File: src/rtl/clk_div_pkg.sv
// Shared types and defaults for the multi-channel programmable clock divider.
package clk_div_pkg;

    localparam int DEF_NUM_CH = 4;
    localparam int DEF_WIDTH  = 32;

    typedef enum logic [1:0] {
        IDLE = 2'd0,
        HIGH = 2'd1,
        LOW  = 2'd2
    } ch_state_t;

    // Channel-select width; a single channel still needs a one-bit select.
    function automatic int ch_sel_w(input int n);
        return (n > 1) ? $clog2(n) : 1;
    endfunction

endpackage

File: src/rtl/clk_div_channel.sv
// One divider channel: high/low phase counter, run state machine and a
// pending configuration buffer that is applied only at period boundaries or in IDLE.
module clk_div_channel
    import clk_div_pkg::*;
#(
    parameter int WIDTH = DEF_WIDTH
) (
    input  logic             inClk,
    input  logic             reset,
    input  logic             en,
    input  logic             wr_stb,
    input  logic [WIDTH-1:0] wr_high,
    input  logic [WIDTH-1:0] wr_low,
    output logic             clk_out,
    output logic             rise_tick,
    output logic             pending,
    output logic [1:0]       state_dbg
);

    localparam logic [WIDTH-1:0] ONE = WIDTH'(1);

    ch_state_t        state;
    logic [WIDTH-1:0] count;
    logic [WIDTH-1:0] active_high;
    logic [WIDTH-1:0] active_low;
    logic [WIDTH-1:0] pend_high;
    logic [WIDTH-1:0] pend_low;
    logic             pend_flag;
    logic [WIDTH-1:0] next_high;
    logic [WIDTH-1:0] next_low;

    // Lengths that govern the period starting at a LOW boundary.
    always_comb begin
        next_high = pend_flag ? pend_high : active_high;
        next_low  = pend_flag ? pend_low  : active_low;
    end

    always_ff @(posedge inClk or posedge reset) begin
        if (reset) begin
            state       <= IDLE;
            count       <= '0;
            active_high <= '0;
            active_low  <= '0;
            pend_high   <= '0;
            pend_low    <= '0;
            pend_flag   <= 1'b0;
            clk_out     <= 1'b0;
            rise_tick   <= 1'b0;
        end else begin
            rise_tick <= 1'b0;
            case (state)
                IDLE: begin
                    clk_out <= 1'b0;
                    count   <= '0;
                    if (pend_flag) begin
                        active_high <= pend_high;
                        active_low  <= pend_low;
                        pend_flag   <= 1'b0;
                    end else if (en && active_high != '0 && active_low != '0) begin
                        state     <= HIGH;
                        clk_out   <= 1'b1;
                        rise_tick <= 1'b1;
                    end
                end
                HIGH: begin
                    if (count == active_high - ONE) begin
                        state   <= LOW;
                        clk_out <= 1'b0;
                        count   <= '0;
                    end else begin
                        count <= count + ONE;
                    end
                end
                LOW: begin
                    if (count == active_low - ONE) begin
                        count <= '0;
                        if (pend_flag) begin
                            active_high <= pend_high;
                            active_low  <= pend_low;
                            pend_flag   <= 1'b0;
                        end
                        if (!en || next_high == '0 || next_low == '0) begin
                            state <= IDLE;
                        end else begin
                            state     <= HIGH;
                            clk_out   <= 1'b1;
                            rise_tick <= 1'b1;
                        end
                    end else begin
                        count <= count + ONE;
                    end
                end
                default: begin
                    state   <= IDLE;
                    clk_out <= 1'b0;
                    count   <= '0;
                end
            endcase
            // A write in the same edge as an apply wins: it refills the buffer.
            if (wr_stb) begin
                pend_high <= wr_high;
                pend_low  <= wr_low;
                pend_flag <= 1'b1;
            end
        end
    end

    assign pending   = pend_flag;
    assign state_dbg = state;

endmodule

File: src/rtl/clk_divider_multi.sv
// Multi-channel programmable clock/tone generator: decodes the configuration
// write port and instantiates one independent divider per channel.
module clk_divider_multi
    import clk_div_pkg::*;
#(
    parameter  int NUM_CH = DEF_NUM_CH,
    parameter  int WIDTH  = DEF_WIDTH,
    localparam int CH_W   = ch_sel_w(NUM_CH)
) (
    input  logic              inClk,
    input  logic              reset,
    input  logic [NUM_CH-1:0] en,
    input  logic              wr_en,
    input  logic [CH_W-1:0]   wr_ch,
    input  logic [WIDTH-1:0]  wr_high,
    input  logic [WIDTH-1:0]  wr_low,
    output logic [NUM_CH-1:0] clk_out,
    output logic [NUM_CH-1:0] rise_tick,
    output logic [NUM_CH-1:0] pending,
    output logic [NUM_CH-1:0] running
);

    genvar i;
    generate
        for (i = 0; i < NUM_CH; i++) begin : g_ch
            logic       wr_stb;
            logic [1:0] state_dbg;

            // Out-of-range channel numbers match no strobe and are dropped.
            assign wr_stb = wr_en && (wr_ch == CH_W'(i));

            clk_div_channel #(
                .WIDTH(WIDTH)
            ) u_ch (
                .inClk    (inClk),
                .reset    (reset),
                .en       (en[i]),
                .wr_stb   (wr_stb),
                .wr_high  (wr_high),
                .wr_low   (wr_low),
                .clk_out  (clk_out[i]),
                .rise_tick(rise_tick[i]),
                .pending  (pending[i]),
                .state_dbg(state_dbg)
            );

            assign running[i] = (state_dbg != IDLE);
        end
    endgenerate

endmodule

File: config.mk
export PLATFORM = sky130hd
export DESIGN_NAME = clk_divider_multi
export DESIGN_NICKNAME = d
export VERILOG_FILES = /design/src/rtl/clk_div_pkg.sv /design/src/rtl/clk_div_channel.sv /design/src/rtl/clk_divider_multi.sv
export SDC_FILE = /design/constraint.sdc
export NUM_CORES = 2
export LEC_CHECK = 0
export ABC_AREA = 0
export BUFFER_PORTS_ARGS = -buffer_cell sky130_fd_sc_hd__buf_2
export CAP_MARGIN = 20
export CORE_MARGIN = 5
export CORE_UTILIZATION = 64
export DETAILED_ROUTE_END_ITERATION = 10
export PLACE_DENSITY = 0.81
export RECOVER_POWER = 25
export SYNTH_ARGS = -nofsm -noshare
export SYNTH_HDL_FRONTEND = slang
export SYNTH_SLANG_ARGS = --single-unit
File: constraint.sdc
create_clock -name inClk -period 23.2 [get_ports inClk]
set_clock_uncertainty 0.05 [all_clocks]
set_input_delay 2.32 -clock inClk [delete_from_list [all_inputs] [get_ports inClk]]
set_output_delay 2.32 -clock inClk [all_outputs]
set_load 0.1 [all_outputs]
==> Word-level counts from Yosys, hierarchy flattened <==
Cells that the tools add are included.
{ "totals": {"regBits": 660, "input_bits": 73, "output_inout_bits": 16} }
{ "op_classes": {"add_sub_neg": 12, "n_mux": 108, "n_eq_ne": 43, "reduce_logical": 73} }
{ "ops": {"columns": ["op", "n"], "rows": [
  ["32-bit 2-to-1 mux", 24],
  ["32-bit case mux with 2 select lines", 12],
  ["32-bit == test", 8],
  ["32-bit zero test", 8],
  ["32-bit nonzero test", 8],
  ["32-bit by 1-bit subtractor with 32-bit output, second input constant", 8],
  ["32-bit by 1-bit adder with 32-bit output, second input constant", 4],
  ["1-bit 2-to-1 mux", 40],
  ["2-bit 2-to-1 mux", 16],
  ["2-bit by 1-bit inequality test with 1-bit output, second input constant", 12],
  ["2-bit case mux with 3 select lines", 4],
  ["2-bit inequality test, second input constant", 8],
  ["1-bit case mux with 2 select lines", 8],
  ["2-bit AND reduction", 8],
  ["4-bit AND reduction", 4],
  ["2-bit nonzero test", 8],
  ["2-bit == test, second input constant", 6],
  ["1-bit logical AND", 12],
  ["3-bit by 1-bit inequality test with 1-bit output, second input constant", 4],
  ["1-bit case mux with 3 select lines", 4],
  ["3-bit AND reduction", 4],
  ["3-bit nonzero test", 4],
  ["2-bit by 1-bit == test with 1-bit output, second input constant", 5],
  ["2-bit zero test", 5],
  ["2 further kinds", 12]
]} }

==> Depth between registers and ports, before layout <==
{ "logic_depth": {"depth_word": 7, "ltp_mapped": 14, "depth_no_buf": 11} }

==> By module <==
Synthesis repeated with hierarchy kept, for this count alone.
{ "unflattened": {"cells_unflattened": 3486, "area_unflattened_um2": 37973.9} }
{ "modules_own_cells": {"columns": ["mod", "instances", "area_each_um2", "cells_per_inst"], "rows": [
  ["clk_div_channel (g_ch[0].u_ch ...)", 2, 9464.1, 856],
  ["clk_div_channel (g_ch[2].u_ch)", 1, 9582.9, 876],
  ["clk_div_channel (g_ch[3].u_ch)", 1, 9400.3, 890],
  ["clk_divider_multi", 1, 62.6, 8]
]} }

==> Least setup slack after synthesis <==
No wires, ideal clock.
{ "synth_timing": {"path_kind": "flip-flop to flip-flop", "from": "reg g_ch[0].u_ch.active_low[0]", "to": "reg g_ch[0].u_ch.active_high[0]", "required_time_ns": 23.025, "arrival_time_ns": 3.599, "setup_ns": 0.125, "path_slack_ns": 19.425, "path_stages_with_launch": 14, "path_cell_list": "dfrtp_1 -> inv_1 -> ha_1 -> or3b_2 -> or4_4 -> nor3_2 -> xnor2_1 -> or4_1 -> nor4_2 -> a31oi_1 -> nand2b_1 -> buf_6 -> buf_6 -> mux2_4"} }
{ "synth_between": {"elab_chain_cells": 4} }
{ "synth_lines": {"columns": ["item", "line_no", "rtl"], "rows": [
  ["start: declaration", "clk_div_channel.sv:25", "logic [WIDTH-1:0] active_low;"],
  ["start signal: assignment", "clk_div_channel.sv:57", "active_low <= pend_low;"],
  ["start signal: assignment", "clk_div_channel.sv:79", "active_low <= pend_low;"],
  ["32-bit by 1-bit subtractor with 32-bit output", "clk_div_channel.sv:75", "if (count == active_low - ONE) begin"],
  ["32-bit == test", "clk_div_channel.sv:75", null],
  ["2-bit by 1-bit inequality test with 1-bit output (no source line)", null, null],
  ["2-bit AND reduction (no source line)", null, null],
  ["end signal: assignment", "clk_div_channel.sv:56", "active_high <= pend_high;"],
  ["end signal: assignment", "clk_div_channel.sv:78", "active_high <= pend_high;"],
  ["end: declaration", "clk_div_channel.sv:24", "logic [WIDTH-1:0] active_high;"]
]} }
No other way between the ends.
A chain may end at the register's enable or synchronous reset.

==> summary.md <==
| Metric | Value |
|---|---|
| Vias | `29300` |
| GR Util All Layers | `0.350` |
| Initial Util | `0.647` |
| Largest family of logic cells by synthesized area | `simple AND/OR/NAND/NOR gates` |
| Worst hold start | `g_ch[1].u_ch.pend_high[17]` |
| Hold EP | `g_ch[1].u_ch.active_high[17]` |
| Final Non-Filler Cells | `4334` |
| Hold-fix buffers, CTS | `0` |
| Synth Area in Compound Gates | `0.0668` |
| Peak supply drop | `106 µV` |
| Avg Inst Size Synth | `10.6 µm²` |
| Hold path cells | `1` |
| DPL Wire Length | `80000 µm` |
| Area contributors post-synth | `dfrtp_1 44%, mux2_2 10%, xnor2_1 5.8%` |
| Post-CTS setup repair buffer count | `0` |
| Vias in the first global route | `28800` |
| Crit-path cells | `buf_2 -> clkinvlp_2 -> clkbuf_1 -> clkbuf_1 -> buf_4` |
| Longest Clk Path Bufs | `3` |
| Net count after synthesis | `3644` |
| Post-Route WL | `113000 µm` |
| Reg2reg end | `g_ch[0].u_ch.active_low[30]` |
| First-pass GRT wire length | `173000 µm` |
| Hold Crit Class | `reg2reg` |
| Req. time, crit path | `23.76 ns` |
| Total number of H-tree levels | `3` |
| DIE HEIGHT | `252 µm` |
| Slowest-stage cell, CP | `clkbuf_1` |
| Final worst slack | `14.00 ns` |
| CTS clk-pin slew, worst paths | `0.06 ns` |
| Power per Cell Area | `105 nW/µm²` |
| Max transition margin | `-2.26` |
| Synthesis-stage register bit count | `660` |
| Leakage | `16.8 nW` |
| Full die area | `63400 µm²` |
| Synthesized area | `37400 µm²` |
| Status | `complete, but fails checks` |
| Dpl cells | `4193` |
| Num CTS Buffers | `71` |
| IO buf count | `88` |
| Post-route ant nets | `0` |
| RD Place Congestion | `0.983` |
| Simple-Gate Fraction of Synth Area | `0.179` |
| Congestion Overflow GR | `0` |
| NumNets Final | `3604` |
| Antenna violations before repair | `13` |
| TNS Setup | `0 ns` |
| Largest net degree at the start of global routing | `180` |
| Clk root buf | `clkbuf_16` |
| Post-synthesis cell count | `3543` |
| CTS tree | `done` |
| Post-synth top flop | `dfrtp_1` |
| Number of warnings issued by yosys | `0` |
| Clock Sinks | `660` |
| XOR/XNOR share of the synthesized area | `0.103` |
| Crit path kind | `in2async` |
| Pins Over Slew Limit | `386` |
| RSZ-0062 raised after global routing | `false` |
| Max Clock Freq | `109 MHz` |
| Final period util | `0.397` |
| Worst setup EP type | `async pin` |
| Seq/Total Area, Yosys | `0.442` |
| Die width | `252 µm` |
| Distinct cells, synth | `85` |
| FF-to-FF Start | `g_ch[0].u_ch.active_low[0]` |
| Crit-path most repeated cell | `clkbuf_1` |
| Residual DRC count | `0` |
| DP Worst Slack | `18.12 ns` |
| Mux contribution to synthesized area | `0.167` |
| Area Overhead vs Synth | `8.37%` |
| Worst R2R Setup Slack | `18.11 ns` |
| First-pass iteration count of the detailed router | `5` |
| Synth area leader | `dfrtp_1` |
| Iteration-0 DRC count of the detailed router | `2968` |
| Family with the most delay on the worst path | `buffers and inverters` |
| Post-Synth Adder-Cell Area | `0.00937` |
| Post-synth EDFFs | `0` |
| Worst slew pin tran | `4.86 ns` |
| Fin. Hold Viols | `0` |
| Synth async-reset ratio | `1.00` |
| Per-cell routed wire length | `26.0 µm` |
| Crit Path Max Fanout | `110` |
| Area of the core | `57800 µm²` |
| Worst reg-to-reg path cell count | `12` |
| Worst-Skew Late Latency | `0.62 ns` |
| Share of the synthesized area in the top cell type | `0.442` |
| Largest stage delay, worst path | `2.89 ns` |
| Final min period | `9.20 ns` |
| Share of cells above drive strength 1 | `0.191` |
| CP Buf/Inv Count | `5` |
| # rows | `88` |
| Final setup fails | `0` |
| Failing checks | `max-capacitance violations, max-slew violations` |
| CP Launch Type | `input pin` |
| Critical Path AT | `9.77 ns` |
| Max Cap Violations | `5` |
| CTS resizes | `0` |
| Ports | `89` |
| Vias per cell | `6.76` |
## how the worst max path moves through the flow
stage | start | to | slack, ns | cells after the start
after floorplan | reset | g_ch[0].u_ch.active_high[0] | 2.33 | 1
after global placement | reset | g_ch[2].u_ch.active_low[23] | 18.22 | 4
after detailed placement | reset | g_ch[2].u_ch.active_low[23] | 18.12 | 4
after CTS | g_ch[0].u_ch.active_low[0] | g_ch[0].u_ch.active_low[31] | 18.17 | 12
after global routing | reset | g_ch[2].u_ch.pend_low[19] | 12.43 | 5
final | reset | g_ch[2].u_ch.active_low[25] | 14.00 | 5
## sequential cells by signal, indices dropped and copies added (netlist names)
name and flops:
g_ch.u_ch.active_high 128, g_ch.u_ch.active_low 128, g_ch.u_ch.count 128, g_ch.u_ch.pend_high 128
g_ch.u_ch.pend_low 128, g_ch.u_ch.state_dbg 8, g_ch.u_ch.clk_out 4, g_ch.u_ch.pending 4
g_ch.u_ch.rise_tick 4
## stage by stage
| step | power, mW | area (µm²) | hold WS, ns | utilization |
|---|---|---|---|---|
| after global placement | 2.97 | 38000 | 0.433 | 0.658 |
| after detailed placement | 3.03 | 38100 | 0.444 | 0.658 |
| after CTS | 4.24 | 40500 | 0.456 | 0.700 |
| final | 4.27 | 40500 | 0.456 | 0.701 |
| after global routing | 4.47 | 40500 | 0.477 | 0.701 |
| after floorplan | 2.65 | 37400 | 0.416 | - |
## kinds of logic after synthesis
family                   count (synthesis)
AND/OR/NAND/NOR                       1234
AO/OA/AOI/OAI                          351
flip-flops                             660
adder cells (fa/ha/maj)                 28
multiplexers                           536
buffers and inverters                  294
XOR/XNOR                               440
## synthesized netlist by cell type, drive strengths merged, types with 10 or more instances
master and count:
a2111oi 11, a211oi 17, a21o 10, a21oi 40, a22oi 10, a31oi 30, and2 12, and3 32
and4 20, buf 51, clkbuf 172, dfrtp 660, ha 28, inv 71, mux2 520, mux2i 16
nand2 148, nand2b 29, nand3 95, nand3b 13, nand4 79, nand4b 10, nor2 301, nor2b 22
nor3 135, nor3b 14, nor4 156, nor4b 14, o2111ai 11, o211ai 15, o21ai 67, o22ai 15
o311ai 14, o31ai 20, or2 23, or3 28, or4 82, xnor2 249, xor2 190
## metal layers
| metal | vias up | part of all wire | track usage |
|---|---|---|---|
| li1 | 12800 | - | - |
| met1 | 14700 | 0.41 | 0.477 |
| met4 | 2 | 0.065 | 0.204 |
| met2 | 1428 | 0.45 | 0.526 |
| met3 | 324 | 0.082 | 0.0713 |
| met5 | - | 0.00012 | 0 |
## power by group
group          switching [mW]  total, mW  internal (mW)  leakage (nW)
logic                   0.629       1.18          0.548          7.35
clock network           0.482       1.20          0.714          1.19
registers               0.485       1.90           1.42          8.25
## placed cells by master, fill, tap and decap left out, types with 20 or more instances in the layout
cell type	netlist	routed
a21oi_1	40	40
a31oi_1	30	30
and3_1	32	32
and4_1	20	20
buf_2	22	86
clkbuf_1	172	21
clkbuf_16	0	72
dfrtp_1	660	660
ha_1	28	28
inv_1	71	70
mux2_1	117	119
mux2_2	343	341
mux2_4	60	60
nand2_1	148	145
nand2b_1	29	28
nand3_1	95	94
nand4_1	79	79
nor2_1	301	301
nor2b_1	22	22
nor3_1	132	132
nor4_1	150	150
o21ai_0	65	65
o31ai_1	20	20
or2_2	23	23
or3_1	28	28
or4_1	81	81
xnor2_1	249	249
xor2_1	190	190
## final cells by class
cell class | instances | area (µm²)
diodes | 13 | 32.5
clock buffers | 99 | 2030
clock inverters | 27 | 400
fillers | 4126 | 17300
inverters | 71 | 268
multi-input cells | 2589 | 19700
flip-flops and latches | 660 | 16500
well taps | 765 | 957
repair buffers | 110 | 644
(Power assumes the default switching activity.)
